## src/rtl/fwd_hazard_unit.sv

```systemverilog
// fwd_hazard_unit: operand forwarding select and load-use stall generation
// for the pipelined RISC-V core. Tracks in-flight destinations for
// FWD_DEPTH stages after EX (index 0 = EX/MEM, index 1 = MEM/WB, ...).
// Optional macro FWD_HAZARD_STATS_EN adds stall_cycles / fwd_events counters.
module fwd_hazard_unit #(
  parameter int REG_AW    = 5,
  parameter int NUM_SRC   = 2,
  parameter int FWD_DEPTH = 2,
  parameter int LOAD_LAT  = 1,
  parameter int SEL_W     = $clog2(FWD_DEPTH + 1)
) (
  input  logic                        clk,
  input  logic                        reset,
  input  logic                        advance,
  input  logic                        ex_valid,
  input  logic [NUM_SRC*REG_AW-1:0]   ex_rs,
  input  logic [NUM_SRC-1:0]          ex_rs_used,
  input  logic [REG_AW-1:0]           ex_rd,
  input  logic                        ex_reg_write,
  input  logic                        ex_mem_read,
  input  logic                        ex_flush,
  output logic [NUM_SRC*SEL_W-1:0]    fwd_sel,
  output logic                        stall,
  output logic [FWD_DEPTH-1:0]        busy_mask
`ifdef FWD_HAZARD_STATS_EN
  ,
  output logic [31:0]                 stall_cycles,
  output logic [31:0]                 fwd_events
`endif
);

  // Tracker: control bits are reset, payload (rd) is not.
  logic [FWD_DEPTH-1:0] valid_q;
  logic [FWD_DEPTH-1:0] wr_q;
  logic [FWD_DEPTH-1:0] ld_q;
  logic [REG_AW-1:0]    rd_q [FWD_DEPTH];

  logic                 hazard;
  logic [SEL_W-1:0]     win_sel;
  logic                 win_ld;

  // Per-channel nearest-stage match and load-use hazard detection.
  always_comb begin
    // NOTE: every combinational output gets a default first so no path
    // leaves it unassigned and infers a latch.
    fwd_sel = '0;
    hazard  = 1'b0;
    win_sel = '0;
    win_ld  = 1'b0;
    for (int i = 0; i < NUM_SRC; i++) begin
      win_sel = '0;
      win_ld  = 1'b0;
      // Walk oldest to youngest so the nearest match is written last and wins.
      for (int j = FWD_DEPTH - 1; j >= 0; j--) begin
        if (ex_valid && ex_rs_used[i] && valid_q[j] && wr_q[j] &&
            (rd_q[j] != '0) && (rd_q[j] == ex_rs[i*REG_AW +: REG_AW])) begin
          win_sel = SEL_W'(j + 1);
          win_ld  = ld_q[j];
        end
      end
      fwd_sel[i*SEL_W +: SEL_W] = win_sel;
      // Load data is not yet forwardable at stages 1..LOAD_LAT.
      if (win_ld && (int'(win_sel) <= LOAD_LAT)) begin
        hazard = 1'b1;
      end
    end
  end

  // A redirect kills the EX instruction, so it can never need to wait.
  assign stall = hazard && !ex_flush;

  // Occupancy view for the rest of the pipeline.
  assign busy_mask = valid_q & wr_q;

  // Tracker control bits: shift on advance, insert bubble on stall/flush.
  always_ff @(posedge clk or posedge reset) begin
    if (reset) begin
      valid_q <= '0;
      wr_q    <= '0;
      ld_q    <= '0;
    end else if (advance) begin
      // NOTE: non-blocking assignments make every stage read the pre-edge
      // value of its neighbour, so the shift order in the loop is irrelevant.
      for (int j = FWD_DEPTH - 1; j >= 1; j--) begin
        valid_q[j] <= valid_q[j-1];
        wr_q[j]    <= wr_q[j-1];
        ld_q[j]    <= ld_q[j-1];
      end
      valid_q[0] <= ex_valid && !ex_flush && !stall;
      wr_q[0]    <= ex_reg_write;
      ld_q[0]    <= ex_mem_read;
    end
  end

  // Tracker destination payload: qualified by valid_q, so it needs no reset.
  always_ff @(posedge clk) begin
    // NOTE: storage-like payload is left unreset; only the valid bits that
    // qualify it must be cleared, which keeps the reset tree small.
    if (advance) begin
      for (int j = FWD_DEPTH - 1; j >= 1; j--) begin
        rd_q[j] <= rd_q[j-1];
      end
      rd_q[0] <= ex_rd;
    end
  end

`ifdef FWD_HAZARD_STATS_EN
  logic [31:0] fwd_inc;

  // Number of channels taking a forwarded value this cycle.
  always_comb begin
    fwd_inc = '0;
    for (int i = 0; i < NUM_SRC; i++) begin
      if ((fwd_sel[i*SEL_W +: SEL_W] != '0) && !stall && ex_valid) begin
        fwd_inc = fwd_inc + 32'd1;
      end
    end
  end

  // Statistics counters, wrapping modulo 2^32.
  always_ff @(posedge clk or posedge reset) begin
    if (reset) begin
      stall_cycles <= '0;
      fwd_events   <= '0;
    end else if (advance) begin
      if (stall) begin
        stall_cycles <= stall_cycles + 32'd1;
      end
      fwd_events <= fwd_events + fwd_inc;
    end
  end
`endif

endmodule

```

## config.mk

```make
export PLATFORM = sky130hd
export DESIGN_NAME = fwd_hazard_unit
export DESIGN_NICKNAME = d
export VERILOG_FILES = /design/src/rtl/fwd_hazard_unit.sv
export SDC_FILE = /design/constraint.sdc
export NUM_CORES = 1
export LEC_CHECK = 0
export CORE_AREA = 3 3 42 44
export DETAILED_ROUTE_END_ITERATION = 10
export DIE_AREA = 0 0 45 47
export DONT_BUFFER_PORTS = 1
export HOLD_SLACK_MARGIN = 0.08
export MAX_ROUTING_LAYER = met4
export PLACE_DENSITY_LB_ADDON = 0.25
export SYNTH_ARGS = -nofsm -noshare
export SYNTH_HDL_FRONTEND = slang
export SYNTH_SLANG_ARGS = --single-unit
```

## constraint.sdc

```tcl
create_clock -name clk -period 2.4 [get_ports clk]
set_input_delay 0.48 -clock clk [delete_from_list [all_inputs] [get_ports clk]]
set_output_delay 0.48 -clock clk [all_outputs]
set_load 0.1 [all_outputs]
```

Word level (Yosys, flattened, before mapping)
Memories as Yosys holds them, arrays and structs flattened.
Index checks and enable logic that the tools add are counted.
Storage, ports and cells
  input bits: 24
  memories: 1
  output and inout port bits: 7
  flip-flop bits (word level): 6
  logic and storage cells: 50
  bits in writable memories: 10
Memory list
  rd_q: depth 2, bits a word 5, read ports 2, clocked after Yosys merged registers in 0, write ports 2, RTL line 36  | logic [REG_AW-1:0] rd_q [FWD_DEPTH];
Cells by class
  bitwise gates (word level): 1
  reductions and logical operators: 27
  $lt $le $gt $ge: 2
  equality and inequality tests: 4
  muxes and demuxes: 12
Operators with widths (number)
  $logic_and A1 B1 Y1: 23
  $eq A5 B5 Y1: 4
  $reduce_bool A5 Y1: 2
  $mux W1: 8
  $mux W2: 4
  $le A2 B1 Y1 const B: 2
  $and A2 B2 Y2: 1
  $logic_not A1 Y1: 2

Longest topological paths before layout
Gate-level depths: netlist of the first run.
  depth in word-level cells: 14
  depth in mapped cells: 5
  depth with buffers taken out: 5

Worst setup path after synthesis of the first run
No wires, ideal clock.
  path type: flip-flop to output port
  start: memory rd_q[0][0]
  end: output port fwd_sel[3]
  arrival time: 3.745 ns
  stages on the path, launching flop included: 5
  path buffers: 0
  slack: -1.825 ns
  data required time: 1.920 ns
  path through: edfxtp_1 or4_1 o21ai_2 nor2_1 nor3_1
RTL lines
  start, declared: RTL line 36
  end, declared: RTL line 22  | output logic [NUM_SRC*SEL_W-1:0] fwd_sel,

==> results of run 1 <==
synthesized netlist by cell type, drive strengths merged, types with 2 or more instances:
library cell / n / area share [%]
nor3: 2 / 1.8
dfrtp: 5 / 15
mux2: 3 / 4.1
or4: 2 / 1.8
xnor2: 4 / 4.3
inv: 3 / 1.4
and2: 2 / 1.5
nand4: 4 / 3.1
nand2: 2 / 0.92
o21ai: 3 / 2.3
edfxtp: 10 / 37
nor2: 2 / 0.92
xor2: 16 / 17
nor4: 4 / 3.8
kinds of logic (layout without fill, tap and decap cells):
| group | Yosys count | after routing | synth area share (%) |
|---|---|---|---|
| and+or+nand+nor | 19 | 19 | 14.7 |
| AOI/OAI and AO/OA | 5 | 5 | 5.82 |
| DFF | 15 | 15 | 52.1 |
| muxes | 3 | 3 | 4.13 |
| buffers and inverters | 4 | 26 | 1.84 |
| xor gates and xnor gates | 20 | 20 | 21.4 |
area by class of cell:
| type | count | area [sq um] | area share [%] |
|---|---|---|---|
| tap | 16 | 20.0 | 1.77 |
| clock inverter | 1 | 7.51 | 0.663 |
| timing repair buffer | 19 | 215 | 19.0 |
| sequential | 15 | 425 | 37.6 |
| inverter | 3 | 11.3 | 0.994 |
| clock buffer | 3 | 22.5 | 1.99 |
| multi-input combinational | 47 | 430 | 38.0 |
state kept, by name (all words and copies together) (netlist names):
signal / flops
ld_q: 1
valid_q: 2
wr_q: 2
rd_q: 10
final timing paths:
check / from / to
max: rd_q[0][1]$_DFFE_PP_ / stall
min: ex_rd[0] / rd_q[0][0]$_DFFE_PP_
max reg2reg: rd_q[0][2]$_DFFE_PP_ / valid_q[0]$_DFFE_PP0P_
min reg2reg: valid_q[1]$_DFFE_PP0P_ / valid_q[1]$_DFFE_PP0P_
max in group asynchronous: reset / ld_q[0]$_DFFE_PP0P_
min in group asynchronous: reset / wr_q[1]$_DFFE_PP0P_
timing repair:
action                                  in CTS  in global routing
setup buffers                                8                  0
hold buffers                                 1                  0
hold endpoints to repair                     5                  0
resized for setup                            8                  0
endpoints found under the setup margin       5                  5
pin swaps                                   11                  3
metrics by stage:
step / setup TNS [ps] / power [uW] / setup slack, ps
2_1_floorplan: -505 / 399 / -232
3_3_place_gp: 0 / 417 / 118
3_5_place_dp: 0 / 420 / 60.1
4_1_cts: -480 / 573 / -156
5_1_grt: -928 / 597 / -263
6_report: -425 / 569 / -157
power by group:
part           internal, uW  switching [uW]  total [uW]
logic                  50.5            57.1         108
registers               301            18.0         319
clock network          63.3            78.8         142
total                   415             154         569
routing by layer:
layer | wire length (um) | global-route usage (%)
met1 | 625 | 20.3
met2 | 842 | 30.5
met4 | 19 | 6.43
met3 | 152 | 5.36
met5 | 0 | -
==> results.py, run 1 <==
metrics = {
    "run_status": {
        "status": "complete, but fails checks",
        "violations": "setup timing",
    },
    "worst_setup_path": {
        "r2r_cells": 6,
        "crit_fanout": 3,
        "crit_type": "flop to primary output",
        "cp.arrival_ps": 2080,
        "cp.depth": 6,
        "crit_chain": "xor2_1 > nor4_1 > nand4_1 > a211oi_2 > nor2b_4 > buf_12",
        "crit_buf_inv": 1,
        "cp-end-kind": "primary output",
        "startpoint_type": "flop",
        "crit_slowest_cell": "edfxtp_1",
        "required_ps": 1920,
        "crit_family": "simple AND/OR/NAND/NOR gates",
        "slowest_delay_ps": 470,
        "reg2reg_slack_ps": 590,
    },
    "synthesis": {
        "synth_cell_type_count": 21,
        "avgSynthCellArea_sq_um": 12.4,
        "syn_area_sq_um": 817,
        "syn_inst": 66,
        "seq_area_frac_synth_pct": 52.1,
        "yosys_warnings": 0,
        "synth_nets": 90,
        "synth_edf_count": 10,
        "synth_seq_cells": 15,
        "async_flop_share_pct": 33.3,
        "ys.flop_type": "edfxtp_1",
    },
    "floorplanning": {
        "core_area_sq_um": 1470,
        "die_x_um": 45,
        "ios": 31,
        "start_util_pct": 55.5,
        "die_h_um": 47,
        "design.die.area_sq_um": 2120,
        "fp-row-count": 14,
    },
    "clocking": {
        "clock_latency_ps": 280,
        "tritoncts": "done",
        "cts.reportedPaths.clkPinSlew_ps": 90,
        "cts_root_buffer": "clkbuf_4",
        "cts_max_level": 1,
        "numCtsBuffers": 3,
        "cts_sinks": 15,
        "cts_buffer_depth": 2,
    },
    "timing": {
        "min_period_ps": 2560,
        "fin_skew_ps": 6.43,
        "holdWs_ps": 287,
        "post-route-period-util_pct": 107,
        "rsz0062_at_grt": "true",
        "layout_setup_ws_ps": -157,
        "hold_viol": 0,
        "fmax_mhz": 391,
        "slew_viol_final": 0,
        "setup_viol": 4,
        "relSlewSlack_pct": 79.5,
        "tightest_slew_ps": 304,
    },
    "place": {
        "dp_hpwl_um": 1280,
        "place_congestion": 0.920,
        "portBuffers": 0,
        "dpl-instance-area_sq_um": 1000,
        "placed_cells": 91,
    },
    "worst_hold_path": {
        "hold_path_depth": 0,
        "hold_class": "input port to flop",
    },
    "cells_and_area": {
        "syn_to_final_growth_pct": 38.6,
        "final_cell_mix": "16 x xor2_1, 11 x buf_4, 10 x edfxtp_1, 5 x dfrtp_1, 5 x buf_12",
        "antenna_cells": 0,
        "layout.nets": 113,
        "fin_util_pct": 77.0,
        "nFillCells": 94,
        "drive_gt1_share_pct": 42.0,
        "stdcell_count": 104,
        "final_cell_area_sq_um": 1130,
        "final_common_cell": "xor2_1",
    },
    "grt": {
        "grt_max_degree": 18,
        "grt_pass1_vias": 617,
        "globalRoute.totalOverflow": 0,
        "track_usage_pct": 18.1,
        "grt_pass1_wl_um": 2610,
        "antenna_found_initial": 0,
    },
    "drt": {
        "wire_per_inst_um": 15.8,
        "antenna_left": 0,
        "drtPass1Iterations": 4,
        "vias": 599,
        "drt_iter0_drc": 7,
        "drcViolationCount": 0,
        "wirelength_um": 1640,
        "via_per_inst": 5.76,
    },
    "flow_run": {
        "maxCapViolations": 0,
    },
    "power": {
        "max-vdd-ir-drop_mv": 0.460,
        "p_per_area_nw_per_um2": 502,
        "leakage_uw": 0.000422,
    },
}
No activity file was read; power rests on OpenSTA's default activity.
==> run 2: changes to the inputs <==
ABC_CLOCK_PERIOD_IN_PS = 2400   (was default)
CORE_AREA = 4 4 43 45   (was 3 3 42 44)
DIE_AREA = 0 0 47 49   (was 0 0 45 47)
==> run 2 against run 1 <==
Compared with the run above:
- cell count is 2.9% higher
- highest routed layer unchanged
- the flow still finishes with violations (setup timing)
- sequential share of layout area is 1.2 points lower
- first-iteration DRC count is 29% lower
==> results.py, run 2 (synthesized netlist as in run 1, its figures left out) <==
metrics = {
    "timing": {
        "min_period_ps": 2520,
        "hold_viol": 0,
        "slew_viol_final": 0,
        "tightest_slew_ps": 379,
        "fin_skew_ps": 2.04,
        "fmax_mhz": 397,
        "rsz0062_at_grt": "true",
        "relSlewSlack_pct": 74.5,
        "holdWs_ps": 298,
        "setup_viol": 5,
        "layout_setup_ws_ps": -120,
        "post-route-period-util_pct": 105,
    },
    "drt": {
        "via_per_inst": 5.43,
        "vias": 581,
        "antenna_left": 0,
        "drcViolationCount": 0,
        "drt_iter0_drc": 5,
        "wirelength_um": 1680,
        "drtPass1Iterations": 4,
        "wire_per_inst_um": 15.7,
    },
    "place": {
        "place_congestion": 0.807,
        "dp_hpwl_um": 1300,
        "portBuffers": 0,
    },
    "worst_setup_path": {
        "required_ps": 1920,
        "crit_chain": "xor2_1 > nor4_2 > nand4_1 > a211oi_2 > nor2b_4 > buf_12",
        "crit_type": "flop to primary output",
        "reg2reg_slack_ps": 500,
        "slowest_delay_ps": 440,
        "crit_fanout": 3,
        "startpoint_type": "flop",
        "crit_slowest_cell": "edfxtp_1",
        "cp.arrival_ps": 2040,
        "cp-end-kind": "primary output",
    },
    "cells_and_area": {
        "layout.nets": 116,
        "final_cell_mix": "16 x xor2_1, 14 x buf_4, 10 x edfxtp_1, 6 x buf_12, 5 x dfrtp_1",
        "nFillCells": 87,
        "regMostFlops": "rd_q",
        "final_common_cell": "xor2_1",
        "syn_to_final_growth_pct": 43.2,
        "largestRegisters": "rd_q x10, valid_q x2, wr_q x2",
        "fin_util_pct": 79.5,
        "antenna_cells": 0,
        "largest_reg_flops": 10,
        "drive_gt1_share_pct": 45.1,
    },
    "power": {
        "p_int_uw": 417,
        "p_per_area_nw_per_um2": 486,
        "swShare_pct": 26.7,
        "leakage_uw": 0.000440,
        "p_seq_share_pct": 56.1,
        "power_frac_comb_pct": 19.5,
        "clock_power_share_pct": 24.4,
        "p_sw_uw": 152,
        "max-vdd-ir-drop_mv": 0.458,
    },
    "run_status": {
        "status": "complete, but fails checks",
        "violations": "setup timing",
    },
    "grt": {
        "grt_pass1_vias": 607,
        "track_usage_pct": 16.3,
        "grt_pass1_wl_um": 2620,
        "antenna_found_initial": 0,
        "globalRoute.totalOverflow": 0,
        "grt_max_degree": 18,
    },
    "floorplanning": {
        "die_h_um": 49,
        "core_area_sq_um": 1470,
        "ios": 31,
        "fp-row-count": 14,
        "start_util_pct": 55.5,
        "design.die.area_sq_um": 2300,
        "die_x_um": 47,
    },
    "clocking": {
        "cts_max_level": 1,
        "tritoncts": "done",
        "numCtsBuffers": 3,
        "cts_buffer_depth": 2,
        "clock_latency_ps": 270,
        "cts_sinks": 15,
        "cts_root_buffer": "clkbuf_4",
        "cts.reportedPaths.clkPinSlew_ps": 90,
    },
    "flow_run": {
        "maxCapViolations": 0,
    },
    "worst_hold_path": {
        "hold_class": "input port to flop",
    },
}
## run 2: cell count changes in the layout (fill, tap and decap cells not counted)
cell    delta
buf_6      -1
buf_4      +3
buf_12     +1
nor4_2     +1
nor4_1     -1
## run 2: final cells by class
| type | instances | area (sq um) | area share (%) |
|---|---|---|---|
| clock inverter | 1 | 7.51 | 0.642 |
| tap | 16 | 20.0 | 1.71 |
| inverter | 3 | 11.3 | 0.963 |
| multi-input combinational | 47 | 437 | 37.3 |
| timing repair buffer | 22 | 246 | 21.1 |
| sequential | 15 | 425 | 36.4 |
| clock buffer | 3 | 22.5 | 1.93 |
## run 2: timing repair
action,in CTS,in global routing
setup endpoints to repair,5,5
pin swaps,10,6
hold buffers,1,0
buffers inserted,7,4
hold endpoints to repair,5,0
resized for setup,7,1
## run 2: through the flow
step	setup slack, ps	total power, uW	std cells	area (sq um)	TNS [ps]
after floorplan	-232	399	66	871	-505
after global placement	68.7	418	91	1000	0
after detailed placement	39.9	420	91	1000	0
after CTS	-155	569	103	1120	-427
after global routing	-225	601	107	1170	-858
final	-120	569	107	1170	-380
## run 2: power groups by stage
stage               combinational, uW  clock (uW)  sequential, uW
floorplan                        77.1           0             322
global placement                 91.6           0             326
detailed placement               93.3           0             327
CTS                               107         144             318
global route                      119         160             322
finish                            111         139             319
## run 2: metal layers
| metal | global-route usage, % | share of wire (%) |
|---|---|---|
| met4 | 4.15 | 0.48 |
| met5 | - | 0 |
| met3 | 4.06 | 9.3 |
| met2 | 26.0 | 51 |
| met1 | 20.1 | 39 |
## run 2: critical path, delay by kind of cell (launching register included)
family | cells | cell delay [ps]
flip-flops | 1 | 440
buffers and inverters | 1 | 180
AND/OR/NAND/NOR | 3 | 690
AO/OA/AOI/OAI | 1 | 290
XOR/XNOR | 1 | 170
## run 2: path summary, 6_finish.rpt
path | startpoint | to | cells after the start
hold reg to reg | valid_q[1]$_DFFE_PP0P_ | valid_q[1]$_DFFE_PP0P_ | 1
setup / recovery | rd_q[0][2]$_DFFE_PP_ | stall | 6
min in group asynchronous | reset | valid_q[0]$_DFFE_PP0P_ | 2
hold / removal | ex_rd[3] | rd_q[0][3]$_DFFE_PP_ | 0
setup reg to reg | rd_q[0][3]$_DFFE_PP_ | valid_q[0]$_DFFE_PP0P_ | 7
max in group asynchronous | reset | wr_q[1]$_DFFE_PP0P_ | 2
==> run 3: changes to the inputs <==
RECOVER_POWER = 25   (was default)
==> results of run 3 <==
Final layout, timing and power as in run 2 (identical DEF).
==> edit (config.mk and constraints of run 3) <==
Set the parameter `FWD_DEPTH` to 1 (it was 2).
--- a/src/rtl/fwd_hazard_unit.sv
+++ b/src/rtl/fwd_hazard_unit.sv
@@ -6,5 +6,5 @@
   parameter int REG_AW    = 5,
   parameter int NUM_SRC   = 2,
-  parameter int FWD_DEPTH = 2,
+  parameter int FWD_DEPTH = 1,
   parameter int LOAD_LAT  = 1,
   parameter int SEL_W     = $clog2(FWD_DEPTH + 1)
Interface: changed (resized busy_mask and fwd_sel); port bits go from 31 to 28. No check against the original RTL was run, so the function may have changed too.
==> edit against run 3 <==
The flow still finishes with violations (setup timing). Wire length decreased by 41%. Clock skew is 0.0019 ns higher. Final cell count fell by 36%. Total power is 42% lower. Design area decreased by 45%. Area after synthesis down 45%. Worst setup slack improved by 0.066 ns. Sequential cell count fell by 7. Largest power group unchanged.
==> edit: results (changes against run 3) <==
LEAKAGE=0.255 nW (-42%); Post-Place Cells=57 (-37%); CP max stage cell=or4_4; Area contributors post-synth=edfxtp_1 (33%), dfrtp_1 (17%), xor2_1 (16%), xnor2_1 (3.9%), o32ai_2 (3.6%); synthesized instance count=38 (-42%); R2R cell count=5 (-2); outcome=complete, but fails checks; RR Startpoint=rd_q[0][1]; crit-path max cell delay=0.57 ns (+0.13 ns); asr flop ratio synth=37.5% (+4.2 points); vias in the first global route=381 (-37%); Nets=78 (-33%); first-pass GRT wire length=1.59 mm (-39%); total wire length=992 µm (-41%); Peak VDD IR=0.000344 V (-25%); largest net degree at the start of global routing=11 (-7); later-pin clock latency in the skew report=0.25 ns (-0.02 ns); Final setup viols=1 (-4); worst reg-to-reg setup slack=0.62 ns (+0.12 ns); RePlAce Congestion=0.736 (-8.8%); sequential area share after synthesis=49.9% (-2.2 points); routed vias/inst=5.01 (-7.7%); compound-gate portion of the synthesized area=10.2% (+4.4 points); drt first pass iters=1 (-3); CTS clk-pin slew, worst paths=0.05 ns (-0.04 ns); max reg flops=5 (-5); post-synth cell types=18 (-14%); Int Power=0.251 mW (-40%); number of enable flip-flop cells after synthesis=5 (-5); clock skew=0.00395 ns (+0.00190 ns); pwr dens=506 nW/µm² (+4.2%); Initial DRC Count=0 (-5); setup TNS=-0.0535 ns (+0.327 ns); layout cells sized above 1=43.4% (-1.7 points); Final WS setup=-0.0535 ns (+0.0662 ns); failing checks=setup timing; RR Endpoint=valid_q; Post-synth top cells=xor2_1 (8), edfxtp_1 (5), dfrtp_1 (3), inv_1 (3); XOR/XNOR Fraction of Synth Area=19.4% (-2.0 points); syn_nets=62 (-31%)
edit: cell count changes in the layout (fill, tap and decap cells not counted), moves of 3 or more:
cell / delta
buf_4: -6
edfxtp_1: -5
xor2_1: -8
buf_12: -3
nand4_1: -4
edit: how the worst min path moves through the flow:
stage | startpoint | end | slack [ns] | depth (start not counted)
after detailed placement | reset | valid_q | 0.24 | 1
after floorplan | reset | ld_q | 0.23 | 1
final | advance | valid_q | 0.32 | 1
after global routing | ex_rd[3] | rd_q[0][3] | 0.31 | 0
after CTS | advance | valid_q | 0.32 | 1
after global placement | reset | wr_q | 0.24 | 1
edit: cell type report:
type | instances | area (µm²)
inverter | 3 | 11.3
sequential | 8 | 225
clock buffer | 4 | 26.3
timing repair buffer | 12 | 130
tap | 16 | 20.0
multi-input combinational | 26 | 234
fill | 147 | 825
edit: timing repair:
action / CTS / global route
setup endpoints to repair: 1 / 3
buffers inserted: 7 / 0
gates resized for setup: 1 / 8
pin swaps: 6 / 6
gates cloned: 0 / 0
hold buffers: 1 / 0
endpoints found under the hold margin: 3 / 0
edit: kinds of logic after synthesis:
logic type,count (synthesis)
AND/OR/NAND/NOR,11
XOR/XNOR,10
flip-flops,8
AO/OA/AOI/OAI,4
buffers and inverters,4
multiplexers,1
edit: worst reg2reg max path, cell delays in order (launching register included):
cell and delay (ns):
edfxtp_1 0.42, or4_4 0.57, o211ai_4 0.27, a211oi_2 0.09
buf_4 0.14, o32ai_2 0.19
edit: per-layer routing:
metal | global-route usage [%] | part of all wire, % | vias up
li1 | - | - | 165
met1 | 10.1 | 36 | 155
met2 | 15.2 | 48 | 24
met3 | 3.32 | 14 | 2
met4 | 6.91 | 1.6 | 0
met5 | - | 0 | -
edit: power groups by stage:
stage,clock [mW],combinational (mW),sequential (mW)
5_1_grt,0.118,0.0596,0.170
3_3_place_gp,0,0.0398,0.172
2_1_floorplan,0,0.0357,0.170
6_report,0.105,0.0539,0.169
3_5_place_dp,0,0.0411,0.173
4_1_cts,0.109,0.0535,0.169
edit: metrics by stage:
stage,area (µm²),power [mW]
finish,647,0.328
global route,647,0.348
CTS,612,0.331
detailed placement,514,0.214
global placement,514,0.211
floorplan,457,0.205
